[src/rtl/queue_param.sv]
// queue_param: parametrised circular-buffer FIFO with edge-detected requests,
// full/empty/len status, sticky overflow/underflow flags and synchronous clear.
module queue_param #(
    parameter int DATA_WIDTH = 8,
    parameter int DEPTH      = 8,
    parameter int LEN_WIDTH  = $clog2(DEPTH) + 1
) (
    input  logic                  clock_10KHZ,
    input  logic                  reset,
    input  logic [DATA_WIDTH-1:0] data_in,
    input  logic                  enqueue_in,
    input  logic                  dequeue_in,
    input  logic                  clear_in,
    output logic [DATA_WIDTH-1:0] data_out,
    output logic                  data_valid_out,
    output logic [LEN_WIDTH-1:0]  len_out,
    output logic                  full_out,
    output logic                  empty_out,
    output logic                  overflow_out,
    output logic                  underflow_out
);

    localparam int PTR_WIDTH = $clog2(DEPTH);

    logic [DATA_WIDTH-1:0] mem [DEPTH];
    logic [PTR_WIDTH-1:0]  wr_ptr;
    logic [PTR_WIDTH-1:0]  rd_ptr;
    logic                  enq_prev;
    logic                  deq_prev;
    // Low for the first cycle after reset so a request still held high
    // across reset release is absorbed into the history registers.
    logic                  armed;
    logic                  enq_evt;
    logic                  deq_evt;
    logic                  enq_ok;
    logic                  deq_ok;

    // Status decode and request acceptance from registered occupancy.
    always_comb begin
        full_out  = (len_out == LEN_WIDTH'(DEPTH));
        empty_out = (len_out == '0);
        enq_evt   = enqueue_in & ~enq_prev & armed;
        deq_evt   = dequeue_in & ~deq_prev & armed;
        deq_ok    = deq_evt & ~empty_out;
        enq_ok    = enq_evt & (~full_out | deq_ok);
    end

    // Storage write port; contents are intentionally not reset.
    always_ff @(posedge clock_10KHZ) begin
        if (reset && !clear_in && enq_ok) begin
            mem[wr_ptr] <= data_in;
        end
    end

    // Pointers, occupancy, read data, flags and request history.
    always_ff @(posedge clock_10KHZ or negedge reset) begin
        if (!reset) begin
            wr_ptr         <= '0;
            rd_ptr         <= '0;
            len_out        <= '0;
            data_out       <= '0;
            data_valid_out <= 1'b0;
            overflow_out   <= 1'b0;
            underflow_out  <= 1'b0;
            enq_prev       <= 1'b0;
            deq_prev       <= 1'b0;
            armed          <= 1'b0;
        end else begin
            enq_prev <= enqueue_in;
            deq_prev <= dequeue_in;
            armed    <= 1'b1;
            if (clear_in) begin
                wr_ptr         <= '0;
                rd_ptr         <= '0;
                len_out        <= '0;
                data_valid_out <= 1'b0;
                overflow_out   <= 1'b0;
                underflow_out  <= 1'b0;
            end else begin
                data_valid_out <= deq_ok;
                if (enq_ok) begin
                    wr_ptr <= wr_ptr + PTR_WIDTH'(1);
                end
                if (deq_ok) begin
                    data_out <= mem[rd_ptr];
                    rd_ptr   <= rd_ptr + PTR_WIDTH'(1);
                end
                if (enq_evt && !enq_ok) begin
                    overflow_out <= 1'b1;
                end
                if (deq_evt && !deq_ok) begin
                    underflow_out <= 1'b1;
                end
                case ({enq_ok, deq_ok})
                    2'b10:   len_out <= len_out + LEN_WIDTH'(1);
                    2'b01:   len_out <= len_out - LEN_WIDTH'(1);
                    default: len_out <= len_out;
                endcase
            end
        end
    end

endmodule
[config.mk]
export PLATFORM = sky130hd
export DESIGN_NAME = queue_param
export DESIGN_NICKNAME = d
export VERILOG_FILES = /design/src/rtl/queue_param.sv
export SDC_FILE = /design/constraint.sdc
export NUM_CORES = 1
export LEC_CHECK = 0
export ABC_CLOCK_PERIOD_IN_PS = 3700
export CORE_MARGIN = 1
export CORE_UTILIZATION = 59
export DETAILED_ROUTE_END_ITERATION = 12
export GPL_TIMING_DRIVEN = 1
export PLACE_DENSITY = 0.78
export SLEW_MARGIN = 20
export SYNTH_ARGS = -nofsm -noshare
export SYNTH_HDL_FRONTEND = slang
export SYNTH_SLANG_ARGS = --single-unit
[constraint.sdc]
create_clock -name clock_10KHZ -period 3.7 [get_ports clock_10KHZ]
set_input_delay 0.74 -clock clock_10KHZ [delete_from_list [all_inputs] [get_ports clock_10KHZ]]
set_output_delay 0.74 -clock clock_10KHZ [all_outputs]
set_load 0.02 [all_outputs]
Word level (Yosys, flattened, before mapping)
Memory sizes are Yosys's and may differ from the RTL's. A register that Yosys moved wholly into a read port is not among the register bits.
Cells that the tools add are included.
{"block": "totals", "regBits": 16, "latchBits": 0, "mem_bits_rw": 64, "rom_bits": 0, "input_bits": 13, "output_inout_bits": 17, "elab_cells": 57, "n_memories": 1}
{"memory": "mem", "words": 8, "width": 8, "rd": 1, "rd_ports_with_merged_regs": 1, "write_ports": 1, "line_no": "25", "rtl": "logic [DATA_WIDTH-1:0] mem [DEPTH];"}
{"block": "classes", "n_addsub": 4, "n_mul": 0, "n_div": 0, "magnitude_cmp": 0, "eq_ne": 3, "shifts": 0, "n_mux": 13, "n_bitwise": 12, "n_reduce_logical": 15}
{"op": "3-bit 2-to-1 mux", "n": 4}
{"op": "4-bit case mux with 2 select lines", "n": 1}
{"op": "2-bit nonzero test", "n": 4}
{"op": "1-bit 2-to-1 mux", "n": 7}
{"op": "3-bit by 1-bit adder with 3-bit output (second input constant)", "n": 2}
{"op": "1-bit bitwise AND", "n": 6}
{"op": "1-bit NOT", "n": 5}
{"op": "4-bit by 1-bit adder with 4-bit output (second input constant)", "n": 1}
{"op": "4-bit equality test (second input constant)", "n": 1}
{"op": "1-bit logical AND", "n": 4}
{"op": "1-bit zero test", "n": 4}
{"op": "4-bit zero test", "n": 1}
{"op": "4-bit 2-to-1 mux", "n": 1}
{"op": "4-bit by 1-bit subtractor with 4-bit output (second input constant)", "n": 1}
{"op": "3-bit nonzero test", "n": 1}
{"op": "2-bit by 1-bit equality test with 1-bit output (second input constant)", "n": 1}
{"op": "2-bit equality test (second input constant)", "n": 1}
{"op": "2-bit AND reduction", "n": 1}
{"op": "1-bit bitwise OR", "n": 1}

Depth between registers and ports, before layout
Gate-level depths: netlist of run 1.
{"block": "logic_depth", "depth_word": 10, "ltp_mapped": 8}

Worst setup path after synthesis of run 1
OpenSTA, ideal clock, no wires.
{"block": "synth_path", "kind": "register to register", "start": "register len_out[1]", "end": "register len_out[3]", "setup_ns": 0.138, "t_arrival_ns": 2.391, "path_slack_ns": 1.171, "stages_incl_launch_ff": 8, "n_path_buf": 0, "period_less_slack_ns": 2.529, "path_cell_list": "dfrtp_1 > nor4_4 > nor3_1 > ha_1 > a21o_1 > a2111oi_0 > a22o_1 > nor4_1"}
{"block": "synth_between", "elab_chain_cells": 8}
{"element": "from (decl)", "line_no": "16", "rtl": "output logic [LEN_WIDTH-1:0] len_out,"}
{"element": "from (signal assigned)", "line_no": "95", "rtl": "2'b10: len_out <= len_out + LEN_WIDTH'(1);"}
{"element": "from (signal assigned)", "line_no": "96", "rtl": "2'b01: len_out <= len_out - LEN_WIDTH'(1);"}
{"element": "from (signal assigned)", "line_no": "97", "rtl": "default: len_out <= len_out;"}
{"element": "4-bit zero test (*)", "line_no": "41", "rtl": "empty_out = (len_out == '0);"}
{"element": "named net empty_out", "line_no": "18", "rtl": "output logic empty_out,"}
{"element": "1-bit NOT (*)", "line_no": "44", "rtl": "deq_ok = deq_evt & ~empty_out;"}
{"element": "1-bit bitwise AND (*)", "line_no": "44"}
{"element": "1-bit bitwise OR", "line_no": "45", "rtl": "enq_ok = enq_evt & (~full_out | deq_ok);"}
{"element": "1-bit bitwise AND", "line_no": "45"}
{"element": "2-bit by 1-bit equality test with 1-bit output or 2-bit equality test (tied branches)", "line_no": "94", "rtl": "case ({enq_ok, deq_ok})"}
{"element": "4-bit case mux with 2 select lines", "line_no": "94"}
{"element": "4-bit 2-to-1 mux", "line_no": "72", "rtl": "if (clear_in) begin"}
The timed path passes the listed nets; every way through them passes the cells marked *.
A chain may end at the register's enable or synchronous reset.

Worst setup path in the final report of run 1
{"block": "layout_path", "start": "input dequeue_in", "end": "register len_out[3]"}
{"block": "layout_between", "elab_chain_cells": 8}
{"element": "from (decl)", "line_no": "12", "rtl": "input logic dequeue_in,"}
{"element": "1-bit bitwise AND (*) (2 in series)", "line_no": "43", "rtl": "deq_evt = dequeue_in & ~deq_prev & armed;"}
{"element": "1-bit bitwise AND (*)", "line_no": "44"}
{"element": "1-bit bitwise OR", "line_no": "45"}
{"element": "1-bit bitwise AND", "line_no": "45"}
{"element": "2-bit by 1-bit equality test with 1-bit output or 2-bit equality test (tied branches)", "line_no": "94"}
{"element": "4-bit case mux with 2 select lines", "line_no": "94"}
{"element": "4-bit 2-to-1 mux", "line_no": "72"}
Mark *: on every way between the ends. The rest lies on a longest branch, timed or not.

==> flow_metrics.tcl, run 1 <==
set metrics [dict create \
    seq_power_share 0.612 \
    vias 1938 \
    area_growth_pct 15.8 \
    relSlewSlack 0.367 \
    vias_per_cell 5.79 \
    layout_commonest_cell "edfxtp_1" \
    synth_enable_flop_cells 64 \
    wl_met1_um 2720 \
    core_area_sq_mm 0.00596 \
    crit_fanout 9 \
    rsz0062_at_grt "false" \
    finalHoldViolCount 0 \
    ys_async_sr_fraction 0.273 \
    path_clk_slew_ps 90 \
    cts-htree-levels 3 \
    cts_tree "built" \
    routed_wl_um 6040 \
    placed_cells 319 \
    holdBufCountCts 0 \
    p_sw_frac 0.226 \
    cap_violations 0 \
    critPathLaunchType "input port" \
    seq_area_frac_synth 0.688 \
    slew_viol_final 0 \
    place_area_sq_mm 0.00407 \
    period_minus_slack_ps 2860 \
    drt_iter0_drc 177 \
    antenna_found_initial 0 \
    regToRegSetupSlack_ps 1160 \
    syn_area_per_cell_sq_um 17.1 \
    overflow 0 \
    criticalPathCategory "in2reg" \
    root_buffer "clkbuf_8" \
    synth.area.top_cells "edfxtp_1 (52%), dfrtp_1 (16%), mux4_2 (9.8%)" \
    p_leak_nw 1.48 \
    ys_ff_latch 88 \
    clock_skew_ps 9.47 \
    dpl.hpwl_um 3920 \
    p_comb_frac 0.050 \
    total_power_mw 1.76 \
    top_layer_used "met4" \
    fin_ws_ps 842 \
    power.switching_mw 0.399 \
    rows 28 \
    die_w_um 80.8 \
    port_buffers 29 \
    worstReg2RegEnd "len_out[3]" \
    cts.sinks 88 \
    synth_nets 232 \
    route.met2.wl_um 2750 \
    synth_top_area_frac 0.524 \
    layout_common_cells "edfxtp_1 (64), clkdlybuf4s50_1 (29), dfrtp_1 (24)" \
    die_height_um 80.8 \
    synthDistinctLibCells 45 \
    clockBufferDepth 2 \
    gp_congestion 0.821 \
    worstPathArrival_ps 3090 \
    worstHoldEndpoint "data_out[0]" \
    synth_cells 214 \
    hold_start "data_out[0]" \
    wl_per_cell_um 18.0 \
    design_area_sq_mm 0.00425 \
    crit_path_end_kind "flip-flop" \
    drc 0 \
    r2r-start "len_out[1]" \
    internal-power_mw 1.36 \
    post-route-util 0.713 \
    fin_crit_sh 0.772 \
    setup_viol 0 \
    synth-main-ff-cell "edfxtp_1" \
    cts_resized 0 \
    yosysTopAreaCell "edfxtp_1" \
    vdd_drop_max_mv 0.309 \
    clkPwrFrac 0.338 \
    cts_setup_buffers 0 \
    fin_cells 335 \
    drtAntennaViolNets 0 \
    grt_pass1_wl_um 9510 \
    wl_met3_um 463 \
    yosysWarnings 0 \
    clock_latency_ps 350 \
    outcome "finished clean" \
    nets 273 \
    tns_ps 0 \
    r2r_cells 7 \
    antenna_cells 0 \
    tightest_slew_ps 950 \
    drt-pass1-iter-count 4 \
    min_path_type "reg2reg" \
    cts_buffers 9 \
    pre_cts_ws_ps 547 \
    min_path_cells 2 \
    synth_area_sq_mm 0.00367 \
    grt_pass1_vias 1834 \
    hold_slack_ps 483 \
    drive_gt1_frac 0.204 \
    fmax_mhz 350 \
    power_density_mw_per_mm2 415 \
    initial_utilization 0.616 \
    crit_required_ps 3930 \
    grt_usage 0.209 \
    grt_max_degree 24 \
    io_pins 30 \
    die-area_sq_mm 0.00654 \
]
synthesized netlist by cell type (3+ instances only):
library cell,number
a21oi_1,5
buf_6,3
clkbuf_1,3
dfrtp_1,24
edfxtp_1,64
ha_1,4
mux2i_1,10
mux4_2,16
nand2_1,10
nand2b_1,5
nor2_1,17
nor3_1,3
o21ai_0,8
xnor2_1,5
logic make-up (layout without fill, tap and decap cells):
| kind of cell | after synthesis | in the layout | synth area share |
|---|---|---|---|
| other | 1 | 1 | 0.00102 |
| XOR/XNOR | 5 | 5 | 0.0119 |
| adder cells (fa/ha/maj) | 5 | 5 | 0.0191 |
| buffers and inverters | 11 | 57 | 0.0191 |
| multiplexers | 28 | 28 | 0.132 |
| AND/OR/NAND/NOR | 53 | 53 | 0.0843 |
| flip-flops | 88 | 88 | 0.688 |
| AO/OA/AOI/OAI | 23 | 23 | 0.0450 |
sequential cells by signal, summed over array words and instances (netlist names):
signal / cells
armed: 1
data_out: 8
data_valid_out: 1
deq_prev: 1
enq_prev: 1
len_out: 4
mem: 64
overflow_out: 1
rd_ptr: 3
underflow_out: 1
wr_ptr: 3
worst max path at each step:
stage               startpoint         end  slack (ps)  cells past startpoint
finish              dequeue_in  len_out[3]         840                      8
global placement    dequeue_in  len_out[3]         610                      8
CTS                 len_out[1]   empty_out         900                      2
global route        len_out[1]    full_out         790                      3
floorplan           len_out[1]  len_out[3]        1170                      7
detailed placement  dequeue_in  len_out[3]         550                      8
per-layer routing:
metal,global-route usage,vias up
li1,-,914
met1,0.304,932
met2,0.301,83
met3,0.0461,9
met4,0.0982,0
met5,0,-
power groups by stage:
stage | combinational, mW | clock, mW | sequential (mW)
after detailed placement | 0.0885 | 0 | 1.10
after CTS | 0.0889 | 0.610 | 1.08
after global placement | 0.0868 | 0 | 1.10
after global routing | 0.0962 | 0.656 | 1.08
final | 0.0880 | 0.597 | 1.08
after floorplan | 0.0289 | 0 | 1.11
final cells by class:
type / instances / area (sq um)
fill: 392 / 1710
inverter: 1 / 3.75
clock buffer: 10 / 128
clock inverter: 6 / 51.3
tap: 75 / 93.8
timing repair buffer: 40 / 373
sequential: 88 / 2520
multi-input combinational: 115 / 1070
critical path, cell delays in order:
cell             delay, ps
clkdlybuf4s50_1        510
nand3b_2               220
nor3_1                 370
ha_1                   310
a21o_1                 210
a2111oi_0              450
a22o_1                 230
nor4_1                  50
Note: power is estimated with default switching activity, not from simulation.
==> inputs of run 2 (changes only) <==
- ABC_CLOCK_PERIOD_IN_PS: 3700 -> 2700
- CORE_UTILIZATION: 59 -> 57
- PLACE_DENSITY: 0.78 -> 0.75
- clock period: 3.7 -> 2.7 ns (I/O delays scaled with it)
==> run 2 against run 1 <==
Core utilization about the same. Critical path depth decreased by 5. Critical path type is now reg2out. Clock skew decreased by 2.1 ps. Clock power increased by 48%. Clock-buffer cell count decreased by 1. First-iteration DRC count decreased by 32%. Sequential power increased by 37%. Sequential cell count unchanged. Global-route usage increased by 1.0 points. Largest cell class unchanged. Hold slack got worse by 18 ps. Routed wire length increased by 6.7%.
==> flow_metrics.tcl, run 2 (synthesized netlist as in run 1, its figures left out) <==
set metrics [dict create \
    place_area_sq_mm 0.00411 \
    fmax_mhz 398 \
    criticalPathCategory "reg2out" \
    cts-htree-levels 3 \
    root_buffer "clkbuf_8" \
    drc 0 \
    clkPwrFrac 0.356 \
    period_minus_slack_ps 2510 \
    slowest_stage "clkdlybuf4s50_1" \
    rsz0062_at_grt "false" \
    worstPathCellList "nor4_4, buf_4, clkdlybuf4s50_1" \
    die-area_sq_mm 0.00676 \
    nFillCells 394 \
    wl_per_cell_um 18.8 \
    power_density_mw_per_mm2 576 \
    power.switching_mw 0.536 \
    path_clk_slew_ps 90 \
    worstPathArrival_ps 1970 \
    grt_max_degree 20 \
    crit_fanout 8 \
    vdd_drop_max_mv 0.631 \
    outcome "finished clean" \
    top_regs "mem x64, data_out x8, len_out x4" \
    finalHoldViolCount 0 \
    clock_latency_ps 350 \
    setup_viol 0 \
    crit_required_ps 2160 \
    fin_crit_sh 0.931 \
    cap_violations 0 \
    p_leak_nw 1.54 \
    layout_common_cells "edfxtp_1 (64), clkdlybuf4s50_1 (29), dfrtp_1 (24)" \
    seq_power_share 0.593 \
    largest_reg_flops 64 \
    core_area_sq_mm 0.00606 \
    startpoint "len_out[0]" \
    slew_viol_final 0 \
    layout_commonest_cell "edfxtp_1" \
    internal-power_mw 1.96 \
    io_pins 30 \
    min_path_type "in2async" \
    antenna_cells 0 \
    port_buffers 29 \
    cts.sinks 88 \
    gp_congestion 0.813 \
    vias 2006 \
    critPathLaunchType "flip-flop" \
    pre_cts_ws_ps -47.5 \
    post-route-util 0.713 \
    fin_cells 343 \
    grt_pass1_wl_um 10000 \
    clockBufferDepth 2 \
    nets 281 \
    path_delay_family "buffers and inverters" \
    tightest_slew_ps 825 \
    drive_gt1_frac 0.231 \
    placed_cells 325 \
    crit_path_max_incr_delay_ps 600 \
    p_comb_frac 0.052 \
    cts_tree "built" \
    cts_buffers 9 \
    vias_per_cell 5.85 \
    cts_resized 0 \
    overflow 0 \
    rows 28 \
    drt_iter0_drc 121 \
    regMostFlops "mem" \
    die_w_um 82.2 \
    initial_utilization 0.605 \
    dpl.hpwl_um 4200 \
    grt_usage 0.219 \
    p_sw_frac 0.215 \
    r2r-start "len_out[0]" \
    crit_buf_inv 2 \
    routed_wl_um 6440 \
    area_growth_pct 17.9 \
    die_height_um 82.2 \
    antenna_found_initial 0 \
    grt_pass1_vias 1964 \
    clock_skew_ps 7.42 \
    relSlewSlack 0.450 \
    drtAntennaViolNets 0 \
    crit_path_end_kind "output port" \
    drt-pass1-iter-count 4 \
    fin_ws_ps 185 \
    design_area_sq_mm 0.00432 \
]
-- run 2: timing repair --
item / 4_1_cts / 5_1_grt
setup endpoints to repair: 0 / 1
setup buffers: 0 / 2
hold buffers: 0 / 0
-- run 2: through the flow --
step                total power [mW]  setup TNS, ps  hold WS [ps]
CTS                             2.50              0           459
global route                    2.57              0           467
global placement                1.63              0           463
finish                          2.49              0           465
detailed placement              1.64          -47.5           476
floorplan                       1.56              0           244
-- run 2: cell type report --
type / instances / area (sq um) / share of cell area
flip-flops and latches: 88 / 2520 / 0.584
multi-input cells: 115 / 1070 / 0.249
repair buffers: 48 / 433 / 0.100
clock buffers: 9 / 124 / 0.0287
well taps: 75 / 93.8 / 0.0217
clock inverters: 7 / 71.3 / 0.0165
inverters: 1 / 3.75 / 0.000868
-- run 2: final timing paths --
kind | slack, ps | to | cells past startpoint
setup / recovery | 190 | empty_out | 3
hold / removal | 460 | data_out[2] | 1
setup reg to reg | 320 | len_out[3] | 8
hold reg to reg | 490 | data_out[6] | 2
max in group asynchronous | 1650 | data_out[5] | 2
min in group clock_10KHZ | 490 | data_out[6] | 2
-- run 2: layer usage --
layer	vias up	track usage	share of wire
met5	-	0	0
met1	1013	0.286	0.44
met2	55	0.355	0.48
li1	925	-	-
met4	0	0.100	0.020
met3	13	0.0440	0.054
-- run 2: power groups by stage --
stage	registers, mW	clock network [mW]	logic (mW)
2_1_floorplan	1.52	0	0.0395
3_3_place_gp	1.51	0	0.125
3_5_place_dp	1.51	0	0.128
4_1_cts	1.48	0.899	0.128
5_1_grt	1.48	0.954	0.141
6_report	1.48	0.886	0.129
